--- src/rtl/sram_port_arb.sv ---
// Single-port SRAM arbiter: CPU has default priority, USB wins after STARVE_LIMIT denied cycles.
// Grant is combinational (access completes in grant cycle); CPU read data returns two cycles after grant.
module sram_port_arb #(
  parameter int AW           = 17,
  parameter int DW           = 64,
  parameter int STARVE_LIMIT = 4
) (
  input  logic          cpu_clk,
  input  logic          rstb,
  input  logic          usb_cen,
  input  logic [7:0]    usb_wen,
  input  logic [AW-1:0] usb_a,
  input  logic [DW-1:0] usb_d,
  output logic          usb_ready,
  output logic [DW-1:0] usb_q,
  input  logic          cpu_cen,
  input  logic [7:0]    cpu_wen,
  input  logic [AW-1:0] cpu_a,
  input  logic [DW-1:0] cpu_d,
  output logic          cpu_wait,
  output logic [DW-1:0] cpu_rdata,
  output logic          cpu_rvalid,
  output logic [15:0]   usb_gnt_cnt,
  input  logic          cnt_clr,
  output logic          mem_cen,
  output logic [7:0]    mem_wen,
  output logic [AW-1:0] mem_a,
  output logic [DW-1:0] mem_d,
  input  logic [DW-1:0] mem_q
);

  typedef enum logic {NORMAL, USB_PRIO} arb_state_t;
  typedef enum logic [1:0] {OWN_NONE, OWN_CPU, OWN_USB} owner_t;

  localparam logic [3:0] LIMIT = 4'(STARVE_LIMIT);

  arb_state_t state;
  logic [3:0] starve_cnt;
  owner_t     rd_owner;

  logic usb_req, cpu_req, usb_prio;
  logic usb_gnt, cpu_gnt;

  assign usb_req  = ~usb_cen;
  assign cpu_req  = ~cpu_cen;
  assign usb_prio = (state == USB_PRIO);

  // Reset forces the grant off so the macro never sees a stray access.
  always_comb begin
    usb_gnt = 1'b0;
    cpu_gnt = 1'b0;
    if (rstb) begin
      if (usb_prio && usb_req) usb_gnt = 1'b1;
      else if (cpu_req)        cpu_gnt = 1'b1;
      else if (usb_req)        usb_gnt = 1'b1;
    end
  end

  always_comb begin
    mem_cen = 1'b1;
    mem_wen = 8'hff;
    mem_a   = '0;
    mem_d   = '0;
    if (usb_gnt) begin
      mem_cen = usb_cen;
      mem_wen = usb_wen;
      mem_a   = usb_a;
      mem_d   = usb_d;
    end else if (cpu_gnt) begin
      mem_cen = cpu_cen;
      mem_wen = cpu_wen;
      mem_a   = cpu_a;
      mem_d   = cpu_d;
    end
  end

  assign usb_ready = usb_gnt;
  assign cpu_wait  = cpu_req & ~cpu_gnt & rstb;
  assign usb_q     = mem_q;

  always_ff @(posedge cpu_clk or negedge rstb) begin
    if (!rstb) begin
      state      <= NORMAL;
      starve_cnt <= 4'd0;
    end else begin
      case (state)
        NORMAL: begin
          if (usb_req && !usb_gnt) begin
            if (4'(starve_cnt + 4'd1) == LIMIT) begin
              state      <= USB_PRIO;
              starve_cnt <= 4'd0;
            end else begin
              starve_cnt <= 4'(starve_cnt + 4'd1);
            end
          end else begin
            starve_cnt <= 4'd0;
          end
        end
        USB_PRIO: begin
          // Leaves on the USB grant, or when USB drops its request.
          if (usb_gnt || !usb_req) state <= NORMAL;
          starve_cnt <= 4'd0;
        end
        default: begin
          state      <= NORMAL;
          starve_cnt <= 4'd0;
        end
      endcase
    end
  end

  always_ff @(posedge cpu_clk or negedge rstb) begin
    if (!rstb) begin
      rd_owner   <= OWN_NONE;
      cpu_rdata  <= '0;
      cpu_rvalid <= 1'b0;
    end else begin
      if (cpu_gnt && cpu_wen == 8'hff)      rd_owner <= OWN_CPU;
      else if (usb_gnt && usb_wen == 8'hff) rd_owner <= OWN_USB;
      else                                  rd_owner <= OWN_NONE;

      if (rd_owner == OWN_CPU) begin
        cpu_rdata  <= mem_q;
        cpu_rvalid <= 1'b1;
      end else begin
        cpu_rvalid <= 1'b0;
      end
    end
  end

  always_ff @(posedge cpu_clk or negedge rstb) begin
    if (!rstb) begin
      usb_gnt_cnt <= 16'd0;
    end else if (cnt_clr) begin
      usb_gnt_cnt <= 16'd0;
    end else if (usb_gnt && usb_gnt_cnt != 16'hffff) begin
      usb_gnt_cnt <= usb_gnt_cnt + 16'd1;
    end
  end

endmodule

--- config.mk ---
export PLATFORM = sky130hd
export DESIGN_NAME = sram_port_arb
export DESIGN_NICKNAME = d
export VERILOG_FILES = /design/src/rtl/sram_port_arb.sv
export SDC_FILE = /design/constraint.sdc
export NUM_CORES = 1
export LEC_CHECK = 0
export BUFFER_PORTS_ARGS = -buffer_cell sky130_fd_sc_hd__buf_2
export CELL_PAD_IN_SITES_DETAIL_PLACEMENT = 1
export CELL_PAD_IN_SITES_GLOBAL_PLACEMENT = 1
export CORE_AREA = 2 2 188 190
export CTS_CLUSTER_SIZE = 16
export DETAILED_ROUTE_END_ITERATION = 12
export DIE_AREA = 0 0 190 192
export PLACE_DENSITY_LB_ADDON = 0.1
export SLEW_MARGIN = 0
export SYNTH_ARGS = -nofsm -noshare
export SYNTH_HDL_FRONTEND = slang
export SYNTH_SLANG_ARGS = --single-unit
--- constraint.sdc ---
create_clock -name cpu_clk -period 3.5 [get_ports cpu_clk]
set_input_delay 0.175 -clock cpu_clk [delete_from_list [all_inputs] [get_ports cpu_clk]]
set_output_delay 0.175 -clock cpu_clk [all_outputs]
set_load 0.005 [all_outputs]
==> qor.yml, run 1 <==
p_total_mw: 2.56
syn_to_final_growth_pct: 55.4
whs_path_depth: 2
drt_iter0_markers: 105
antenna_left: 0
yosys.area_share.xor_xnor: 0.00173
regArea_um2: 2200
htree_levels: 3
hold_start: "mem_q[46]"
die_y_um: 192
hold_buffers: 1
max_freq_ghz: 0.321
cap_violations: 0
synth_nets: 720
drc: 0
yosysTopAreaCellShare: 0.435
io_buffers: 483
grt_max_degree: 82
avgSynthCellArea_um2: 10.8
dr.pass1.iters: 4
place_inst: 1319
power.density_nw_per_um2: 326
ff2ff_path_depth: 4
synthTopCellsByArea: "dfrtp_1 43%, mux2_2 15%, a22o_1 14%, buf_4 9.5%, nand2_1 1.9%"
routed_wl_um: 25200
ys_ff_latch: 88
fillers: 4131
regToRegSetupSlack_ns: 1.34
drv_slew: 0
die-area_um2: 36500
clockBufferDepth: 2
layout_common_cells: "482 x buf_2, 88 x dfrtp_1, 81 x a22o_1"
cts.sinks: 88
grt_usage: 0.131
cp-end-kind: "primary output"
arrival_ns: 2.94
status: "completed"
gp_congestion: 0.758
cts_tree: "done"
dp_hpwl_um: 20800
cp_max_fo: 49
cts-root-buf: "clkbuf_16"
synthSimpleGateAreaFrac: 0.102
worstHoldPathType: "primary input to register"
p_leak_nw: 4.43
grt.overflow.total: 0
cts-resized-gates: 0
yosysUniqueCellTypes: 37
grt_pass1_vias: 5613
num_rows: 68
num_vias: 5400
hold-worst-slack_ns: 0.0679
reg2reg_from: "usb_gnt_cnt[2]"
fin_crit_ns: 3.12
dieWidth_um: 190
synth-edff-count: 0
coreArea_um2: 34300
grt_pass1_wl_um: 35600
clk_pin_slew_worst_paths_ns: 0.07
cts_post_setup_buffers_inserted: 0
nets: 1126
ir_drop_uv: 182
synthAdderAreaFrac: 0.00741
fin_crit_sh: 0.891
instances_no_fill: 1340
critPathKind: "primary input to primary output"
start_util: 0.148
crit_path_start_kind: "primary input"
worst_clock_skew_ns: 0.0109
hold_violations: 0
synth-compound-area-share: 0.180
post_drt_via_cell_ratio: 4.03
yosys.area.top_type: "dfrtp_1"
drt-wirelength-per-cell_um: 18.8
ys_seq_area_frac: 0.435
layout-drive-gt1-share: 0.656
grt_antenna_before_repair: 6
clock_latency_ns: 0.35
tightest_slew_ns: 0.892
synth_cells: 470
ys.flop_type: "dfrtp_1"
r2r_end: "usb_gnt_cnt[11]"
yosysWarnings: 0
maxSlewHeadroom: 0.405
synth_top_family_by_area: "compound AO/OA/AOI/OAI gates"
cts_buffers: 9
multi_input_area_um2: 2250
tns_ns: 0
io-pin-count: 484
setup_viol: 0
final_common_cell: "buf_2"
utilization: 0.230
ys_async_sr_fraction: 1.00
synth_mux_area_frac: 0.149
synth_area_um2: 5060
worstPathRequired_ns: 3.32
min_to: "cpu_rdata[46]"
rsz0062_at_grt: "no"
==> layer usage <==
layer | vias to the layer above | wire length (µm) | GRT usage
li1 | 2518 | - | -
met4 | 0 | 352 | 0.0277
met5 | - | 0 | 0
met1 | 2556 | 9410 | 0.142
met2 | 307 | 13200 | 0.246
met3 | 19 | 2290 | 0.0420
==> critical path, stage by stage <==
cell and delay [ns]:
dlygate4sd3_1 0.56, buf_4 0.24, nand2b_1 0.09, or2_2 0.52
inv_2 0.67, buf_12 0.32, a22o_1 0.19, buf_2 0.12
==> report_power, final <==
group / leakage (nW) / total (mW) / switching [mW] / internal (mW)
Sequential: 1.22 / 1.05 / 0.0150 / 1.04
Clock: 0.155 / 1.04 / 0.427 / 0.613
Combinational: 3.06 / 0.469 / 0.224 / 0.245
==> synth_stat cells, drive strengths merged (3+ instances only) <==
cell type  instances
a22o              81
a21oi             15
nand3             16
mux2              67
ha                 3
nor2               6
nor2b              5
nand2             26
nor4               3
clkbuf            25
o31ai              9
nor3               5
inv                7
buf               71
nand4              9
o21ai              4
dfrtp             88
or4               11
==> worst max path at each step <==
stage	start	end	slack, ns	cells past startpoint
detailed placement	rstb	mem_a[11]	0.93	7
global route	rstb	mem_a[6]	0.14	8
floorplan	usb_gnt_cnt[0]	usb_gnt_cnt[1]	1.59	7
CTS	rstb	mem_a[11]	0.31	8
global placement	rstb	mem_a[11]	0.94	7
finish	rstb	mem_d[13]	0.38	8
==> state kept, by name (all words and copies together), names as in the netlist <==
register     count
rd_owner         2
state            1
starve_cnt       4
cpu_rvalid       1
usb_gnt_cnt     16
cpu_rdata       64
==> stage by stage <==
step	area (µm²)	setup slack [ns]
6_report	7870	0.382
5_1_grt	7860	0.137
4_1_cts	7860	0.307
3_5_place_dp	7530	0.927
3_3_place_gp	7530	0.937
2_1_floorplan	5060	1.59
==> area by class of cell <==
cell class,instances,area share
diodes,4,0.00127
clock buffers,12,0.0339
clock inverters,4,0.00652
inverters,7,0.00334
multi-input cells,279,0.286
flip-flops and latches,88,0.280
well taps,455,0.0723
repair buffers,491,0.317
==> cell families (layout without fill, tap and decap cells) <==
family	after synthesis	in the layout
AO/OA/AOI/OAI	114	114
XOR/XNOR	1	1
adder cells (fa/ha/maj)	3	3
buffers and inverters	103	514
flip-flops	88	88
multiplexers	67	67
other	0	4
AND/OR/NAND/NOR	94	94
Note: power is estimated with default switching activity, not from simulation.
==> run 2, diff against run 1 <==
==> config.mk (replaced) <==
export PLATFORM = sky130hd
export DESIGN_NAME = sram_port_arb
export DESIGN_NICKNAME = d
export VERILOG_FILES = /design/src/rtl/sram_port_arb.sv
export SDC_FILE = /design/constraint.sdc
export NUM_CORES = 1
export LEC_CHECK = 0
export BUFFER_PORTS_ARGS = -buffer_cell sky130_fd_sc_hd__buf_2
export CORE_AREA = 2 2 189 191
export CTS_CLUSTER_SIZE = 16
export DETAILED_ROUTE_END_ITERATION = 12
export DIE_AREA = 0 0 191 193
export SLEW_MARGIN = 0
export SYNTH_ARGS = -nofsm -noshare
export SYNTH_HDL_FRONTEND = slang
export SYNTH_SLANG_ARGS = --single-unit
==> run 2 against run 1 <==
Effect of this change:
- first-iteration DRC count increased by 32%
- critical path type unchanged
- setup slack gained 0.15 ns
- die area up 1.0%
- largest power group is now the clock network
- flip-flop and latch count unchanged
- sequential share of layout area decreased by 0.26 points
- fmax is 5.2% higher
- critical path depth did not move
==> qor.yml, run 2 (synthesized netlist as in run 1, its figures left out) <==
worstHoldPathType: "primary input to register"  # unchanged
start_util: 0.145  # was 0.148
drv_slew: 0  # unchanged
grt_antenna_before_repair: 21  # was 6
htree_levels: 3  # unchanged
cts-root-buf: "clkbuf_16"  # unchanged
pwr-share-seq: 0.402  # was 0.411
die_y_um: 193  # was 192 µm
top_regs: "cpu_rdata (64), usb_gnt_cnt (16), starve_cnt (4)"  # unchanged
nets: 1129  # was 1126
p_clk_frac: 0.416  # was 0.406
multi_input_area_um2: 2250  # unchanged
layout-drive-gt1-share: 0.657  # was 0.656
critPathKind: "primary input to primary output"  # unchanged
dieWidth_um: 191  # was 190 µm
post_drt_via_cell_ratio: 4.07  # was 4.03
final_area_um2: 7940  # was 7870 µm²
drc: 0  # unchanged
hold_violations: 0  # unchanged
die-area_um2: 36900  # was 36500 µm²
routed_wl_um: 25700  # was 25200 µm
syn_to_final_growth_pct: 56.9  # was 55.4%
cts-resized-gates: 0  # unchanged
num_rows: 69  # was 68
hold_buffers: 1  # unchanged
largest_reg_flops: 64  # unchanged
grt_pass1_wl_um: 33300  # was 35600 µm
grt_usage: 0.130  # was 0.131
cap_violations: 0  # unchanged
rsz0062_at_grt: "no"  # unchanged
arrival_ns: 2.79  # was 2.94 ns
dp_hpwl_um: 22100  # was 20800 µm
num_vias: 5502  # was 5400
fin_crit_sh: 0.847  # was 0.891
p_total_mw: 2.62  # was 2.56 mW
layout_common_cells: "482 x buf_2, 88 x dfrtp_1, 81 x a22o_1"  # unchanged
status: "completed"  # unchanged
p_leak_nw: 4.46  # was 4.43 nW
drt_iter0_markers: 139  # was 105
reg2reg_from: "state"  # was usb_gnt_cnt[2]
regArea_um2: 2200  # unchanged
maxSlewHeadroom: 0.455  # was 0.405
dpl_cell_area_um2: 7580  # was 7530 µm²
fillers: 3847  # was 4131
grt_max_degree: 83  # was 82
cp-end-kind: "primary output"  # unchanged
max_freq_ghz: 0.337  # was 0.321 GHz
crit_path_start_kind: "primary input"  # unchanged
regToRegSetupSlack_ns: 1.20  # was 1.34 ns
cts_buffers: 9  # unchanged
gp_congestion: 0.934  # was 0.758
worst_clock_skew_ns: 0.0154  # was 0.0109 ns
startpoint: "rstb"  # unchanged
largest_register: "cpu_rdata"  # unchanged
cts.sinks: 88  # unchanged
io_buffers: 483  # unchanged
pre_cts_slack_ns: 0.953  # was 0.927 ns
utilization: 0.227  # was 0.230
coreArea_um2: 35000  # was 34300 µm²
clockBufferDepth: 2  # unchanged
swShare: 0.254  # was 0.260
power.density_nw_per_um2: 330  # was 326 nW/µm²
io-pin-count: 484  # unchanged
antenna_left: 0  # unchanged
grt.overflow.total: 0  # unchanged
cts_tree: "done"  # unchanged
tns_ns: 0  # unchanged
finalWorstSetupSlack_ns: 0.535  # was 0.382 ns
p_comb_frac: 0.182  # was 0.183
drt-wirelength-per-cell_um: 19.0  # was 18.8 µm
setup_viol: 0  # unchanged
ff2ff_path_depth: 6  # was 4
clock_latency_ns: 0.35  # about the same
dr.pass1.iters: 4  # unchanged
p_int_mw: 1.96  # was 1.90 mW
cp_max_fo: 35  # was 49
clk_pin_slew_worst_paths_ns: 0.07  # about the same
grt_pass1_vias: 4925  # was 5613
fin_crit_ns: 2.96  # was 3.12 ns
worstPathRequired_ns: 3.32  # about the same
tightest_slew_ns: 0.818  # was 0.892 ns
r2r_end: "usb_gnt_cnt[1]"  # was usb_gnt_cnt[11]
cts_post_setup_buffers_inserted: 0  # unchanged
final_common_cell: "buf_2"  # unchanged
ir_drop_uv: 277  # was 182 µV
crit_end: "mem_d[6]"  # was mem_d[13]
p_sw_mw: 0.666  # about the same
==> run 2: changes by cell type in the layout (fill, tap and decap cells not counted), sizes merged <==
| cell | previous run | this run |
|---|---|---|
| clkinv | 2 | 3 |
| buf | 490 | 493 |
| clkbuf | 12 | 11 |
| diode | 4 | 7 |
| clkinvlp | 1 | 0 |
| bufinv | 1 | 2 |
==> run 2: cell type report <==
cell class                 instances  share of cell area
clock buffer                      11              0.0318
tap                              461              0.0726
clock inverter                     5              0.0109
multi-input combinational        279               0.283
inverter                           7             0.00347
timing repair buffer             494               0.319
antenna                            7             0.00221
sequential                        88               0.277
==> run 2: power groups by stage <==
| stage | clock [mW] | combinational, mW | sequential (mW) |
|---|---|---|---|
| floorplan | 0 | 0.189 | 1.07 |
| global placement | 0 | 0.483 | 1.07 |
| detailed placement | 0 | 0.486 | 1.07 |
| CTS | 1.15 | 0.489 | 1.05 |
| global route | 1.20 | 0.529 | 1.06 |
| finish | 1.09 | 0.477 | 1.05 |
==> run 2: per-stage QoR <==
| step | std cells | hold WS [ns] |
|---|---|---|
| 4_1_cts | 1345 | 0.0352 |
| 3_5_place_dp | 1328 | 0.272 |
| 3_3_place_gp | 1328 | 0.282 |
| 6_report | 1352 | 0.0612 |
| 2_1_floorplan | 470 | -0.121 |
| 5_1_grt | 1350 | 0.0419 |
==> run 2: how the worst min path moves through the flow <==
stage,slack (ns),depth (start not counted),end,startpoint
after floorplan,-0.12,0,cpu_rdata[0],rstb
after global routing,0.04,2,cpu_rdata[37],mem_q[37]
after CTS,0.04,2,cpu_rdata[19],mem_q[19]
after global placement,0.28,2,usb_gnt_cnt[4],rstb
after detailed placement,0.27,2,usb_gnt_cnt[7],rstb
final,0.06,2,cpu_rdata[19],mem_q[19]
==> run 2: per-layer routing <==
metal	track usage	vias to the layer above	wire length [µm]	part of all wire
li1	-	2519	-	-
met1	0.127	2565	8800	0.34
met2	0.249	350	13700	0.53
met3	0.0353	60	2060	0.080
met4	0.0689	8	1030	0.040
met5	0	-	50	0.0019
==> run 2: worst max-delay path, cell delays in order <==
cell	delay [ns]
dlygate4sd3_1	0.56
buf_4	0.16
nand2b_1	0.07
or2_2	0.47
clkinv_2	0.58
buf_4	0.38
a22o_1	0.24
buf_2	0.12
